## src/rtl/bus_arb_pkg.sv

```systemverilog
// Shared types for the round-robin bus arbiter: FSM state encoding and
// the master-index width used on activeMaster.
package bus_arb_pkg;

    localparam int IDX_W = 3;

    typedef enum logic [1:0] {
        IDLE    = 2'd0,
        GRANTED = 2'd1,
        BUSY    = 2'd2,
        RELEASE = 2'd3
    } arb_state_t;

endpackage

```

## src/rtl/bus_arbiter_rr_if.sv

```systemverilog
// Shared-bus interface between the arbiter and its masters. The slave modport
// is the arbiter's view; the master modport is the requesters'/bus view.
interface bus_arbiter_rr_if #(
    parameter int NUM_MASTERS = 4
);
    import bus_arb_pkg::*;

    // request is a level held until grant; grant is one-hot and registered; a
    // granted master owns the bus from beginTransactionIn until endTransactionIn.
    logic [NUM_MASTERS-1:0] request;
    logic [NUM_MASTERS-1:0] grant;
    logic                   beginTransactionIn;
    logic                   endTransactionIn;
    logic                   dataValidIn;
    logic                   busErrorIn;
    logic [IDX_W-1:0]       activeMaster;
    logic                   busIdle;
    logic                   endTransactionOut;
    logic                   busErrorOut;

    modport slave (
        input  request, beginTransactionIn, endTransactionIn, dataValidIn, busErrorIn,
        output grant, activeMaster, busIdle, endTransactionOut, busErrorOut
    );

    modport master (
        output request, beginTransactionIn, endTransactionIn, dataValidIn, busErrorIn,
        input  grant, activeMaster, busIdle, endTransactionOut, busErrorOut
    );

endinterface

```

## src/rtl/rr_priority_pick.sv

```systemverilog
// Combinational round-robin pick: rotate requests so the search starts one
// past ptr_i, find the first set bit, then un-rotate to a one-hot winner.
module rr_priority_pick
    import bus_arb_pkg::*;
#(
    parameter int N = 4
) (
    input  logic [N-1:0]     req_i,
    input  logic [IDX_W-1:0] ptr_i,
    output logic [N-1:0]     grant_o,
    output logic [IDX_W-1:0] idx_o,
    output logic             valid_o
);

    localparam int SW = IDX_W + 1;

    logic [IDX_W-1:0] start;
    logic [N-1:0]     rot;
    logic [IDX_W-1:0] off;
    logic [SW-1:0]    sum;

    always_comb begin
        start   = (ptr_i >= IDX_W'(N - 1)) ? '0 : ptr_i + 1'b1;
        rot     = N'({req_i, req_i} >> start);
        off     = '0;
        valid_o = 1'b0;
        for (int i = 0; i < N; i++) begin
            if (!valid_o && rot[i]) begin
                valid_o = 1'b1;
                off     = IDX_W'(i);
            end
        end
        sum = {1'b0, start} + {1'b0, off};
        if (sum >= SW'(N)) begin
            sum = sum - SW'(N);
        end
        idx_o   = valid_o ? sum[IDX_W-1:0] : ptr_i;
        grant_o = valid_o ? (N'(1) << idx_o) : '0;
    end

endmodule

```

## src/rtl/bus_arbiter_rr.sv

```systemverilog
// Round-robin shared-bus arbiter tracking transaction ownership from the bus
// begin/end strobes. Define BUS_ARB_WATCHDOG_EN to add the stalled-transaction abort.
module bus_arbiter_rr
    import bus_arb_pkg::*;
#(
    parameter int NUM_MASTERS     = 4,
    parameter int BEGIN_TIMEOUT   = 16,
    parameter int WATCHDOG_CYCLES = 1024
) (
    input  logic             clock,
    input  logic             nReset,
    bus_arbiter_rr_if.slave  bus,
    output arb_state_t       state_o
);

    localparam logic [IDX_W-1:0] RST_ACTIVE = IDX_W'(NUM_MASTERS - 1);

    arb_state_t             state_q, state_d;
    logic [NUM_MASTERS-1:0] grant_q, grant_d;
    logic [IDX_W-1:0]       active_q, active_d;
    logic                   idle_q, idle_d;
    logic [7:0]             cnt_q, cnt_d;
    logic [8:0]             cnt_inc;
    logic                   owner_req;
    logic                   rel;

    logic [NUM_MASTERS-1:0] pick_onehot;
    logic [IDX_W-1:0]       pick_idx;
    logic                   pick_valid;

    rr_priority_pick #(.N(NUM_MASTERS)) u_pick (
        .req_i   (bus.request),
        .ptr_i   (active_q),
        .grant_o (pick_onehot),
        .idx_o   (pick_idx),
        .valid_o (pick_valid)
    );

    assign cnt_inc   = {1'b0, cnt_q} + 9'd1;
    assign owner_req = |(bus.request & grant_q);

`ifdef BUS_ARB_WATCHDOG_EN
    logic [15:0] wd_q, wd_d;
    logic [16:0] wd_inc;
    logic        eo_q, eo_d, er_q, er_d;
    assign wd_inc = {1'b0, wd_q} + 17'd1;
`endif

    always_comb begin
        state_d  = state_q;
        grant_d  = grant_q;
        active_d = active_q;
        idle_d   = idle_q;
        cnt_d    = cnt_q;
        rel      = 1'b0;
`ifdef BUS_ARB_WATCHDOG_EN
        wd_d = wd_q;
        eo_d = 1'b0;
        er_d = 1'b0;
`endif
        case (state_q)
            // RELEASE arbitrates too, so its single dead cycle still allows a
            // new grant two cycles after the end strobe.
            IDLE, RELEASE: begin
                grant_d = '0;
                idle_d  = 1'b1;
                state_d = IDLE;
                if (pick_valid) begin
                    grant_d  = pick_onehot;
                    active_d = pick_idx;
                    idle_d   = 1'b0;
                    cnt_d    = '0;
                    state_d  = GRANTED;
                end
            end
            GRANTED: begin
                if (cnt_q != 8'hFF) begin
                    cnt_d = cnt_inc[7:0];
                end
                if (bus.beginTransactionIn && bus.endTransactionIn) begin
                    rel = 1'b1;
                end else if (bus.beginTransactionIn) begin
                    state_d = BUSY;
`ifdef BUS_ARB_WATCHDOG_EN
                    wd_d = '0;
`endif
                end else if (!owner_req || cnt_inc >= 9'(BEGIN_TIMEOUT)) begin
                    rel = 1'b1;
                end
            end
            BUSY: begin
                if (bus.endTransactionIn) begin
                    rel = 1'b1;
                end
`ifdef BUS_ARB_WATCHDOG_EN
                else if (bus.dataValidIn || bus.beginTransactionIn) begin
                    wd_d = '0;
                end else begin
                    wd_d = wd_inc[15:0];
                    if (wd_inc >= 17'(WATCHDOG_CYCLES)) begin
                        rel  = 1'b1;
                        eo_d = 1'b1;
                        er_d = 1'b1;
                    end
                end
`endif
            end
            default: state_d = IDLE;
        endcase
        if (rel) begin
            grant_d = '0;
            idle_d  = 1'b1;
            state_d = RELEASE;
        end
    end

    always_ff @(posedge clock or negedge nReset) begin
        if (!nReset) begin
            state_q  <= IDLE;
            grant_q  <= '0;
            active_q <= RST_ACTIVE;
            idle_q   <= 1'b1;
            cnt_q    <= '0;
        end else begin
            state_q  <= state_d;
            grant_q  <= grant_d;
            active_q <= active_d;
            idle_q   <= idle_d;
            cnt_q    <= cnt_d;
        end
    end

`ifdef BUS_ARB_WATCHDOG_EN
    always_ff @(posedge clock or negedge nReset) begin
        if (!nReset) begin
            wd_q <= '0;
            eo_q <= 1'b0;
            er_q <= 1'b0;
        end else begin
            wd_q <= wd_d;
            eo_q <= eo_d;
            er_q <= er_d;
        end
    end
    assign bus.endTransactionOut = eo_q;
    assign bus.busErrorOut       = er_q;
`else
    assign bus.endTransactionOut = 1'b0;
    assign bus.busErrorOut       = 1'b0;
`endif

    // busErrorIn never changes ownership: the slave still ends the transaction.
    wire unused_ok = ^{bus.dataValidIn, bus.busErrorIn, 16'(WATCHDOG_CYCLES)};

    assign bus.grant        = grant_q;
    assign bus.activeMaster = active_q;
    assign bus.busIdle      = idle_q;
    assign state_o          = state_q;

endmodule

```

## src/flat_wrapper.sv

```systemverilog
// flat-port wrapper written by rule: the top's interface ports become plain ports
module bus_arbiter_rr_flat import bus_arb_pkg::*;
#(
    parameter int NUM_MASTERS     = 4,
    parameter int BEGIN_TIMEOUT   = 16,
    parameter int WATCHDOG_CYCLES = 1024
)
  (clock, nReset, state_o, bus_request, bus_beginTransactionIn, bus_endTransactionIn, bus_dataValidIn, bus_busErrorIn, bus_grant, bus_activeMaster, bus_busIdle, bus_endTransactionOut, bus_busErrorOut);
  bus_arbiter_rr_if #(.NUM_MASTERS(NUM_MASTERS)) bus_i ();
  input  logic clock;
  input  logic nReset;
  output arb_state_t state_o;
  input wire logic [$bits(bus_i.request)-1:0] bus_request;
  input wire logic [$bits(bus_i.beginTransactionIn)-1:0] bus_beginTransactionIn;
  input wire logic [$bits(bus_i.endTransactionIn)-1:0] bus_endTransactionIn;
  input wire logic [$bits(bus_i.dataValidIn)-1:0] bus_dataValidIn;
  input wire logic [$bits(bus_i.busErrorIn)-1:0] bus_busErrorIn;
  output wire logic [$bits(bus_i.grant)-1:0] bus_grant;
  output wire logic [$bits(bus_i.activeMaster)-1:0] bus_activeMaster;
  output wire logic [$bits(bus_i.busIdle)-1:0] bus_busIdle;
  output wire logic [$bits(bus_i.endTransactionOut)-1:0] bus_endTransactionOut;
  output wire logic [$bits(bus_i.busErrorOut)-1:0] bus_busErrorOut;
  assign bus_i.request = bus_request;
  assign bus_i.beginTransactionIn = bus_beginTransactionIn;
  assign bus_i.endTransactionIn = bus_endTransactionIn;
  assign bus_i.dataValidIn = bus_dataValidIn;
  assign bus_i.busErrorIn = bus_busErrorIn;
  assign bus_grant = bus_i.grant;
  assign bus_activeMaster = bus_i.activeMaster;
  assign bus_busIdle = bus_i.busIdle;
  assign bus_endTransactionOut = bus_i.endTransactionOut;
  assign bus_busErrorOut = bus_i.busErrorOut;
  bus_arbiter_rr #(.NUM_MASTERS(NUM_MASTERS), .BEGIN_TIMEOUT(BEGIN_TIMEOUT), .WATCHDOG_CYCLES(WATCHDOG_CYCLES)) u_core (.clock(clock), .nReset(nReset), .bus(bus_i), .state_o(state_o));
endmodule
```

## config.mk

```make
export PLATFORM = sky130hd
export DESIGN_NAME = bus_arbiter_rr_flat
export DESIGN_NICKNAME = d
export VERILOG_FILES = /design/src/rtl/bus_arb_pkg.sv /design/src/rtl/bus_arbiter_rr_if.sv /design/src/rtl/rr_priority_pick.sv /design/src/rtl/bus_arbiter_rr.sv /design/src/flat_wrapper.sv
export SDC_FILE = /design/constraint.sdc
export NUM_CORES = 1
export LEC_CHECK = 0
export BUFFER_PORTS_ARGS = -buffer_cell sky130_fd_sc_hd__buf_2
export CAP_MARGIN = 20
export CORE_UTILIZATION = 40
export DETAILED_ROUTE_END_ITERATION = 10
export PLACE_DENSITY = 0.64
export REMOVE_ABC_BUFFERS = 1
export SYNTH_ARGS = -nofsm -noshare
export SYNTH_HDL_FRONTEND = slang
export SYNTH_SLANG_ARGS = --single-unit
```

## constraint.sdc

```tcl
create_clock -name clock -period 5.87 [get_ports clock]
set_input_delay 0.587 -clock clock [delete_from_list [all_inputs] [get_ports clock]]
set_output_delay 0.587 -clock clock [all_outputs]
set_load 0.05 [all_outputs]
```

==> impl.org <==
** Clocking
- CTS built an H-tree with a depth of 1.
- Post-CTS Setup Bufs :: 0
- Clock tree sinks :: 18
- CTS root buf :: sky130_fd_sc_hd__clkbuf_4
- Clock-pin slew was measured on the worst setup and hold paths at between 100 and 150 ps.
- The number of gates resized after CTS was 0.
- CTS tree :: built
- TritonCTS created 3 clock buffers.
- Cts-stage hold buffer count :: 0
- The longest clock path from root to sink contains 2 buffers.
- For the worst-skew pair, the clock arrives at the later sink with an insertion delay of around 290 ps.

** Logic synthesis
- Counting flops and latches in the post-synthesis netlist gives 18.
- The synthesized netlist occupies a cell area of around 0.0014 sq mm.
- The synthesized netlist devotes a little over a quarter of its cell area to compound gates.
- Sequential elements use about a third of the synthesized area.
- Largest family of logic cells by synthesized area :: compound AO/OA/AOI/OAI gates
- Yosys warnings :: 0
- Async S/R FF share, synth :: 100.0%
- Mux contribution to synthesized area :: under 10%
- Top flip-flop cell by instance count after synthesis :: sky130_fd_sc_hd__dfrtp_1
- EDFF count, synth :: 0
- Counting every instance in the synthesized netlist gives 156.
- Synthesized area per cell :: approximately 9.1 sq um
- Of the total synthesized cell area, the portion taken by AND, OR, NAND and NOR gates is roughly 16%.
- Of the total synthesized cell area, the portion taken by full adders, half adders and majority gates is about a tenth.
- Summing the areas of all xor and xnor instances in the mapped netlist gives less than 1% of the synthesized area.
- Synthesis instantiated 50 different standard cells from the library.

** Worst setup path
- STA classifies the critical path startpoint as a register.
- Data arrives at the worst endpoint at roughly 4000 ps.
- Critical setup path kind :: register to register
- CP max stage delay :: 710 ps
- Sum of buffers and inverters on the critical path :: 0
- The critical path goes through ha_1 > or2_2 > a2111oi_0 > a211o_1 > nand2_1 > fa_1 > or4b_2 > o2111ai_1 > o32ai_1.
- Top Family by Delay on Critical Path :: compound AO/OA/AOI/OAI gates
- The slowest stage of the critical path belongs to the cell sky130_fd_sc_hd__or4b_2.
- For the worst setup path, the data required time is roughly 6000 ps.
- Peak fanout along the critical path :: 11
- The worst setup path is captured at a register.

** Floorplan
- Std-Cell Core Area :: approximately 0.0034 sq mm
- From left edge to right edge, the die measures 61.43 um.
- The floorplan step defined a die boundary enclosing roughly 0.0038 sq mm.
- The die is 61.43 um tall.
- Total I/O pin count :: 22
- For this configuration, the core starts out at a cell density of roughly 42%.
- In this run the core area contains 21 standard-cell rows.

** STA
- Worst path setup slack after routing :: 2056 ps
- Fin crit period :: approximately 3800 ps
- Endpoints failing hold :: 0
- Max Clock Skew :: between 9 and 10 ps
- Summed over all failing endpoints, the final setup total negative slack is 0 ps.
- Smallest hold slack :: between 200 and 250 ps
- Portion of the clock cycle consumed by the worst path in the final layout :: 64.98%
- Setup violators final :: 0
- Max-slew headroom :: a little under three fifths
- Setup repair after global routing left no endpoint under its margin.
- For this run, the top clock speed supported by timing is between 0.2 and 0.3 GHz.
- The max-slew violation count came to 0.
- Actual slew at the worst max-slew pin :: approximately 640 ps

** Worst hold path
- Type of the worst min-delay path :: input port to asynchronous set/reset pin

** Route
- The first routing iteration left between 40 and 50 violations.
- Number of vias per cell :: 5.705
- Dividing the detail-routed wire length by the instance count gives roughly 15 um.
- Number of vias after detailed routing :: roughly 1200
- After detailed routing, the number of remaining DRC violations is 0.
- First drt pass iteration count :: 5
- Post-detailed-routing wire length :: approximately 3200 um
- The detail route stage leaves a number of antenna-violating nets equal to 0.

** Place
- Before CTS, the worst setup slack after placement is 2149 ps.
- Summed over all nets, the half-perimeter wirelength after detailed placement is about 2400 um.
- Routability-driven placement finished with a final weighted congestion of 0.9300.
- Port buffering added 17 buffers.

** GRT
- Global-route wire length before repair :: ~5200 um
- Remaining global-route overflow :: 0
- Entering global routing, the biggest net connects 19 pins.
- Global routing used 18.99% of the available tracks.
- The via count of the first global-routing pass came to roughly 1100.
- The initial antenna violation count is 0.

** Finish
- Area added between synthesis and finish :: 9.123%
- In the layout the commonest cells are 22 x sky130_fd_sc_hd__inv_1, 17 x sky130_fd_sc_hd__buf_2, 15 x sky130_fd_sc_hd__dfrtp_1, 9 x sky130_fd_sc_hd__ha_1.
- Layout cells sized above 1 :: around a fifth
- Fin nets :: 192
- The library cell used most frequently in the layout, excluding fill and tap cells, is sky130_fd_sc_hd__inv_1.
- Inserted Diodes :: 0

** Power and ir drop
- For this design the ratio of total power to cell area is between 600 and 700 mW/mm^2.
- IR analysis of the VDD net gives a maximum drop of approximately 0.29 mV.
- Leakage power of the design :: ~0.68 nW

** Outcome
- Status :: complete, no violations

** Job
- Max-cap violations in this run came to 0.
==> synth_stat cells (2+ instances only) <==
library cell | number | share of area [%]
sky130_fd_sc_hd__and3_1 | 2 | 0.89
sky130_fd_sc_hd__and2_1 | 2 | 0.89
sky130_fd_sc_hd__a211oi_1 | 2 | 1.1
sky130_fd_sc_hd__mux2_2 | 3 | 2.4
sky130_fd_sc_hd__mux2i_1 | 5 | 3.5
sky130_fd_sc_hd__buf_4 | 2 | 1.1
sky130_fd_sc_hd__nand3_1 | 6 | 2.1
sky130_fd_sc_hd__or3_1 | 2 | 0.89
sky130_fd_sc_hd__o311ai_0 | 4 | 2.5
sky130_fd_sc_hd__o31a_1 | 2 | 1.2
sky130_fd_sc_hd__ha_1 | 9 | 8.0
sky130_fd_sc_hd__o2111ai_1 | 2 | 1.2
sky130_fd_sc_hd__o21ai_0 | 6 | 2.1
sky130_fd_sc_hd__o41ai_1 | 2 | 1.2
sky130_fd_sc_hd__a211o_1 | 2 | 1.2
sky130_fd_sc_hd__inv_1 | 22 | 5.8
sky130_fd_sc_hd__nor2_1 | 8 | 2.1
sky130_fd_sc_hd__clkbuf_1 | 2 | 0.53
sky130_fd_sc_hd__nor2b_1 | 2 | 0.89
sky130_fd_sc_hd__nand2_1 | 8 | 2.1
sky130_fd_sc_hd__dfrtp_1 | 15 | 27
sky130_fd_sc_hd__o21a_1 | 2 | 1.1
sky130_fd_sc_hd__a21oi_1 | 4 | 1.4
sky130_fd_sc_hd__o32ai_1 | 4 | 2.5
sky130_fd_sc_hd__or2_2 | 2 | 0.89
sky130_fd_sc_hd__dfstp_2 | 3 | 5.6
sky130_fd_sc_hd__buf_2 | 2 | 0.71
sky130_fd_sc_hd__o211ai_1 | 5 | 2.7
sky130_fd_sc_hd__nor3b_1 | 3 | 1.6
sky130_fd_sc_hd__a22o_1 | 2 | 1.2
sky130_fd_sc_hd__nand3b_1 | 2 | 1.1
==> metrics by stage <==
stage	instances	area, sq um	power, W	utilization (%)
after floorplan	150	1373	0.0007398	-
after global placement	213	1515	0.0008778	45.05
after detailed placement	213	1515	0.0008980	45.05
after CTS	217	1541	0.0009689	45.83
after global routing	217	1541	0.001055	45.83
final	217	1541	0.0009703	45.83
==> final cells by class <==
| cell class | instances | area, sq um |
|---|---|---|
| tap | 46 | 57.56 |
| fill | 369 | 1822 |
| sequential | 18 | 454.2 |
| clock buffer | 4 | 26.28 |
| multi-input combinational | 110 | 835.8 |
| timing repair buffer | 17 | 85.08 |
| inverter | 22 | 82.58 |
==> per-layer routing <==
| metal | global-route usage [%] | routed length, um | vias up |
|---|---|---|---|
| met4 | 6.349 | 31 | 0 |
| met2 | 29.66 | 1474 | 46 |
| li1 | - | - | 607 |
| met3 | 3.992 | 152 | 4 |
| met5 | 0 | 0 | - |
| met1 | 26.27 | 1556 | 581 |
==> kinds of logic (layout without fill, tap and decap cells) <==
logic type	Yosys count	after routing
AO/OA/AOI/OAI	47	47
XOR/XNOR	1	1
adder cells (fa/ha/maj)	10	10
buffers and inverters	29	43
flip-flops	18	18
multiplexers	9	9
other	1	2
AND/OR/NAND/NOR	41	41
==> power by group <==
part	internal [W]	leakage [nW]	switching, W
sequential	0.000171	0.232	0.0000368
clock	0.0000263	0.0150	0.0000384
combinational	0.000252	0.429	0.000446
==> flip-flops by register name (all words and copies together), names as in the netlist <==
signal                   cells
u_core.state_o               2
u_core.bus.busIdle           1
u_core.bus.activeMaster      3
u_core.bus.grant             4
u_core.cnt_q                 8
==> path summary, 6_finish.rpt <==
| kind | start | end | slack [ps] | cells after the start |
|---|---|---|---|---|
| worst max-delay path | u_core.bus.activeMaster[0]$_DFFE_PN1P_ | u_core.bus.grant[1]$_DFFE_PN0P_ | 2060 | 9 |
| worst max register to register | u_core.bus.activeMaster[0]$_DFFE_PN1P_ | u_core.bus.grant[1]$_DFFE_PN0P_ | 2060 | 9 |
| max in group asynchronous | nReset | u_core.bus.activeMaster[0]$_DFFE_PN1P_ | 5300 | 1 |
| min in group clock | u_core.cnt_q[1]$_DFFE_PN0P_ | u_core.cnt_q[1]$_DFFE_PN0P_ | 580 | 2 |
| worst min register to register | u_core.cnt_q[1]$_DFFE_PN0P_ | u_core.cnt_q[1]$_DFFE_PN0P_ | 580 | 2 |
| worst min-delay path | nReset | u_core.cnt_q[0]$_DFFE_PN0P_ | 210 | 1 |
==> worst register-to-register path, stage by stage, from the launching register on <==
cell                        delay (ps)
sky130_fd_sc_hd__dfstp_2           610
sky130_fd_sc_hd__ha_1              290
sky130_fd_sc_hd__or2_2             300
sky130_fd_sc_hd__a2111oi_0         490
sky130_fd_sc_hd__a211o_1           390
sky130_fd_sc_hd__nand2_1           130
sky130_fd_sc_hd__fa_1              410
sky130_fd_sc_hd__or4b_2            710
sky130_fd_sc_hd__o2111ai_1         200
sky130_fd_sc_hd__o32ai_1           160
Power figures use the tool's default switching activity.
